<file path="config.mk">
export PLATFORM = sky130hd
export DESIGN_NAME = word_round_sequencer
export DESIGN_NICKNAME = d
export VERILOG_FILES = /design/src/rtl/word_round_sequencer.sv
export SDC_FILE = /design/constraint.sdc
export NUM_CORES = 1
export LEC_CHECK = 0
export ABC_AREA = 1
export BUFFER_PORTS_ARGS = -buffer_cell sky130_fd_sc_hd__buf_2
export CAP_MARGIN = 20
export CORE_MARGIN = 2
export CORE_UTILIZATION = 46
export CTS_BUF_LIST = sky130_fd_sc_hd__clkbuf_8
export DETAILED_ROUTE_END_ITERATION = 8
export HOLD_SLACK_MARGIN = 0.05
export PLACE_DENSITY = 0.74
export RECOVER_POWER = 50
export SYNTH_ARGS = -nofsm -noshare
export SYNTH_HDL_FRONTEND = slang
export SYNTH_SLANG_ARGS = --single-unit
</file>
<file path="constraint.sdc">
create_clock -name CLK100MHZ -period 4.7 [get_ports CLK100MHZ]
set_input_delay 0.235 -clock CLK100MHZ [delete_from_list [all_inputs] [get_ports CLK100MHZ]]
set_output_delay 0.235 -clock CLK100MHZ [all_outputs]
set_load 0.03 [all_outputs]
</file>
<file path="src/rtl/word_round_sequencer.sv">
// Round sequencer for the typing game: start screen, per-letter matching, per-word
// countdown, score/lives bookkeeping and game over.
`timescale 1ns/1ps
module word_round_sequencer #(
  parameter int TICKS_PER_SEC = 100000000,
  parameter int WORD_TIME_S   = 5,
  parameter int MAX_LIVES     = 3
) (
  input  logic        CLK100MHZ,
  input  logic        reset,
  input  logic        start,
  input  logic        key_valid,
  input  logic [4:0]  key_char,
  input  logic [19:0] target_word,
  output logic        word_req,
  output logic [3:0]  word_pos,
  output logic [7:0]  score,
  output logic [1:0]  lives,
  output logic [3:0]  time_left
);

  localparam int             PW         = (TICKS_PER_SEC > 1) ? $clog2(TICKS_PER_SEC) : 1;
  localparam logic [PW-1:0]  PRE_MAX    = PW'(TICKS_PER_SEC - 1);
  localparam logic [3:0]     TIME_INIT  = 4'(WORD_TIME_S);
  localparam logic [1:0]     LIVES_INIT = 2'(MAX_LIVES);

  typedef enum logic [1:0] {
    S_IDLE = 2'd0,
    S_PLAY = 2'd1,
    S_OVER = 2'd2
  } state_t;

  state_t         r_state,     w_state_nx;
  logic [1:0]     r_index,     w_index_nx;
  logic [7:0]     r_score,     w_score_nx;
  logic [1:0]     r_lives,     w_lives_nx;
  logic [3:0]     r_time_left, w_time_nx;
  logic [PW-1:0]  r_prescaler, w_pre_nx;
  logic           r_word_req,  w_req_nx;
  logic [3:0]     r_word_pos,  w_pos_nx;

  logic [4:0]     w_letter;
  logic           w_hit;
  logic           w_tick;
  logic           w_timeout;

  always_comb begin
    unique case (r_index)
      2'd0:    w_letter = target_word[19:15];
      2'd1:    w_letter = target_word[14:10];
      2'd2:    w_letter = target_word[9:5];
      default: w_letter = target_word[4:0];
    endcase
  end

  assign w_hit     = key_valid && (key_char == w_letter);
  assign w_tick    = (r_prescaler == PRE_MAX);
  assign w_timeout = w_tick && (r_time_left == 4'd1);

  always_comb begin
    // NOTE: every next-state signal gets a default first so no path can infer a latch.
    w_state_nx = r_state;
    w_index_nx = r_index;
    w_score_nx = r_score;
    w_lives_nx = r_lives;
    w_time_nx  = r_time_left;
    w_pre_nx   = r_prescaler;
    w_req_nx   = 1'b0;

    unique case (r_state)
      S_IDLE: begin
        if (start) begin
          w_state_nx = S_PLAY;
          w_score_nx = '0;
          w_lives_nx = LIVES_INIT;
          w_index_nx = '0;
          w_time_nx  = TIME_INIT;
          w_pre_nx   = '0;
          w_req_nx   = 1'b1;
        end
      end

      S_PLAY: begin
        w_pre_nx = w_tick ? '0 : r_prescaler + PW'(1);
        // A zero on time_left is the one-cycle timeout display; reload after it.
        if (r_time_left == 4'd0) begin
          w_time_nx = TIME_INIT;
        end else if (w_tick) begin
          w_time_nx = r_time_left - 4'd1;
        end

        if (w_timeout) begin
          w_lives_nx = r_lives - 2'd1;
          w_index_nx = '0;
          w_time_nx  = 4'd0;
          if (r_lives == 2'd1) begin
            w_state_nx = S_OVER;
          end else begin
            w_pre_nx = '0;
            w_req_nx = 1'b1;
          end
        end else if (key_valid) begin
          if (w_hit) begin
            if (r_index != 2'd3) begin
              w_index_nx = r_index + 2'd1;
            end else begin
              w_score_nx = (r_score == 8'hFF) ? r_score : r_score + 8'd1;
              w_index_nx = '0;
              w_time_nx  = TIME_INIT;
              w_pre_nx   = '0;
              w_req_nx   = 1'b1;
            end
          end else begin
            w_lives_nx = r_lives - 2'd1;
            w_index_nx = '0;
            if (r_lives == 2'd1) w_state_nx = S_OVER;
          end
        end
      end

      S_OVER: begin
        if (start) w_state_nx = S_IDLE;
      end

      default: w_state_nx = S_IDLE;
    endcase
  end

  always_comb begin
    unique case (w_state_nx)
      S_PLAY:  w_pos_nx = {2'b00, w_index_nx};
      S_OVER:  w_pos_nx = 4'd4;
      default: w_pos_nx = 4'd5;
    endcase
  end

  always_ff @(posedge CLK100MHZ or negedge reset) begin
    if (!reset) begin
      r_state     <= S_IDLE;
      r_index     <= '0;
      r_score     <= '0;
      r_lives     <= LIVES_INIT;
      r_time_left <= TIME_INIT;
      r_prescaler <= '0;
      r_word_req  <= 1'b0;
      r_word_pos  <= 4'd5;
    end else begin
      // NOTE: non-blocking assignments so every register samples pre-edge values.
      r_state     <= w_state_nx;
      r_index     <= w_index_nx;
      r_score     <= w_score_nx;
      r_lives     <= w_lives_nx;
      r_time_left <= w_time_nx;
      r_prescaler <= w_pre_nx;
      r_word_req  <= w_req_nx;
      r_word_pos  <= w_pos_nx;
    end
  end

  assign word_req  = r_word_req;
  assign word_pos  = r_word_pos;
  assign score     = r_score;
  assign lives     = r_lives;
  assign time_left = r_time_left;

endmodule

</file>
==> results.txt <==
Status - finished with violations
Violated checks - max-capacitance violations, max-slew violations
Synth Flop Type - dfrtp_1
Initial antenna violation count - 0
Max Clock Freq - 0.366 GHz
Final min period - 2730 ps
Hold Violations, Final - 0
Die W - 89.3 um
Post-route insts no fill - 594
Power Density - 391 mW/mm2
PortBufs - 46
Num CTS Buffers - 5
Slew margin rel. - -2.67%
First-pass GRT wire length - 12.0 mm
Number of DRC markers in iteration 0 - 168
Final nets - 535
Area Overhead vs Synth - 12.3%
Dpl ws - 1980 ps
RSZ-0062 raised after global routing - false
Count of placed standard cells including taps - 584
Post-synthesis register bit count - 49
Critical path fanouts, max - 9
Largest net degree at the start of global routing - 50
DRC - 0
Post-Synth Simple-Gate Area - 34.6%
Final WS setup - 1970 ps
EDFF count, synth - 0
Clock Tree Buf Depth - 2
Max-slew violation count - 30
Crit. End Element - flip-flop
Mapped Area - 0.00335 mm2
Post-DP HPWL - 5.37 mm
Pre-Repair DR Iteration Count - 4
Data arrival, critical path - 2970 ps
Critical path launch point type - flip-flop
Yosys warning count - 0
Worst EP required - 4940 ps
Vias in the first global route - 2741
Post_cts resized - 0
HP Class - in -> reg
Leak pwr - 1.77 nW
Multiplexer share of the synthesized area - 0%
Total length of routed wires - 7.24 mm
Grt ovf - 0
Fin crit share - 58.2%
# IOs - 48
Post-route antenna net violation count - 0
CTS tree - done
Setup violators final - 0
Core ar. - 0.00714 mm2
CP Class - reg -> reg
Worst-Skew Late Latency - 300 ps
Root Driver - clkbuf_8
CTS Hold Bufs - 0
Synth Area in Compound Gates - 9.05%
Clock sinks - 49
Post-route cell area - 0.00376 mm2
Distinct cell type count after synthesis - 39
Max Clock Skew - 11.7 ps
Design Power - 1.47 mW
Worst-path clk slew - 100 ps
Synth Area in XOR/XNOR - 6.54%
Via density - 5.05
DP Area - 0.00364 mm2
Avg Cell Area, Syn - 7.47 um2
Ys async rst share - 100%
Row count - 31
Adder-cell area share of the yosys netlist - 4.49%
Die Y-Extent - 89.3 um
Worst-margin pin slew - 1540 ps
DIE AREA - 0.00797 mm2
Max-Cap Viols - 1
Syn_nets - 489
Total number of vias - 3000
GRT Util Overall - 18.9%
VDD IR max - 0.237 mV
Post-synthesis sequential area ratio - 36.9%
H-tree levels - 2
# diodes - 0
Wire per inst - 12.2 um
Initial core utilization - 46.9%
Gpl congestion - 0.899
Setup TNS - 0 ps
Combinational family with the most area after synthesis - simple AND/OR/NAND/NOR gates
Post-CTS setup buffers - 0
Share of cells above drive strength 1 - 18.4%
Synth Instances - 448
==> worst max-delay path, stage by stage (launching register included) <==
cell and delay [ps]:
dfrtp_1 440, ha_1 430, inv_4 100, or2_1 240
nand2_1 70, nand2_1 40, nand2_1 60, nand2_2 60
nor2_4 120, nand2_1 90, nand3_1 100, nand2_1 60
nand2_1 50, o21ai_1 110, ha_1 300, or2_2 290
a21oi_1 100
==> path summary, 6_finish.rpt <==
check / start / endpoint / slack, ps / depth (start not counted)
max in group asynchronous: reset / r_prescaler[12]$_DFFE_PN0P_ / 2070 / 3
min in group asynchronous: reset / score[6]$_DFFE_PN0P_ / 660 / 2
setup reg to reg: r_index[0]$_DFF_PN0_ / word_pos[1]$_DFF_PN0_ / 1970 / 16
hold / removal: start / r_state[1]$_DFF_PN0_ / 210 / 2
hold reg to reg: lives[1]$_DFFE_PN1P_ / lives[1]$_DFFE_PN1P_ / 500 / 2
setup / recovery: r_index[0]$_DFF_PN0_ / word_pos[1]$_DFF_PN0_ / 1970 / 16
==> layout make-up <==
type	count	area [um2]
Clock buffer	6	82.6
Clock inverter	2	37.5
Fill cell	695	3380
Inverter	55	209
Multi-Input combinational cell	334	1830
Sequential cell	49	1230
Tap cell	99	124
Timing Repair Buffer	49	239
==> stage by stage <==
stage | hold slack, ps | utilization (%)
2_1_floorplan | -60.6 | -
3_3_place_gp | 478 | 51.0
3_5_place_dp | 487 | 51.0
4_1_cts | 164 | 52.6
5_1_grt | 203 | 52.7
6_report | 211 | 52.7
==> logic make-up (layout without fill, tap and decap cells) <==
kind of cell / Yosys count / in the layout
DFF: 49 / 49
and+or+nand+nor: 247 / 247
other: 1 / 1
xor gates and xnor gates: 25 / 25
AOI/OAI and AO/OA: 49 / 49
buffers and inverters: 65 / 112
adders and majority gates: 12 / 12
==> cells in the final DEF (no fill, tap or decap), types with 4 or more instances in the layout <==
cell type and instances:
inv_1 45, nand4_1 15, nand2_1 134, ha_1 12, nor2_1 25, nand2_2 6
buf_2 36, xnor2_1 5, dfstp_2 6, clkbuf_1 11, o22ai_1 19, nor3_1 8
dfrtp_1 43, clkbuf_8 6, inv_2 7, nand3_1 33, a21oi_1 4, o21ai_2 8
o21ai_1 13, or2_2 9, or2_1 4, xor2_1 20
==> synthesized netlist by cell type, types with 2 or more instances <==
cell type / count / area share (%)
o21ai_1: 13 / 1.9
o21ai_0: 3 / 0.45
inv_1: 45 / 5.0
nand2_2: 6 / 1.1
o22ai_1: 19 / 3.6
clkinv_1: 2 / 0.22
xnor2_1: 5 / 1.3
nand2_1: 134 / 15
nor2_4: 2 / 0.67
ha_1: 12 / 4.5
dfstp_2: 6 / 4.7
xor2_1: 20 / 5.2
buf_6: 4 / 1.3
or2_2: 9 / 1.7
dfrtp_1: 43 / 32
nor2_1: 25 / 2.8
nand3_4: 2 / 1.0
nand3_1: 33 / 4.9
inv_2: 7 / 0.79
clkbuf_1: 5 / 0.56
o21ai_2: 8 / 2.1
a21oi_1: 4 / 0.60
or2_1: 4 / 0.75
nor3_1: 8 / 1.2
nand4_1: 15 / 2.8
==> registers in the layout (all words and copies together) (netlist names) <==
| register | count |
|---|---|
| score | 8 |
| time_left | 4 |
| word_pos | 3 |
| r_state | 2 |
| lives | 2 |
| r_prescaler | 27 |
| r_index | 2 |
| word_req | 1 |
==> layer usage <==
| metal | wire, um | global-route usage [%] | up-vias |
|---|---|---|---|
| li1 | - | - | 1544 |
| met1 | 3310 | 24.6 | 1375 |
| met2 | 3530 | 32.5 | 73 |
| met3 | 321 | 2.77 | 8 |
| met4 | 67 | 5.56 | 0 |
| met5 | 0 | 0 | - |
==> where the power goes <==
| part | switching (mW) | internal, mW | total [mW] | leakage, nW |
|---|---|---|---|---|
| Sequential | 0.0495 | 0.494 | 0.543 | 0.653 |
| Clock | 0.145 | 0.173 | 0.319 | 0.0574 |
| Combinational | 0.429 | 0.178 | 0.608 | 1.06 |
Note: power is estimated with default switching activity, not from simulation.
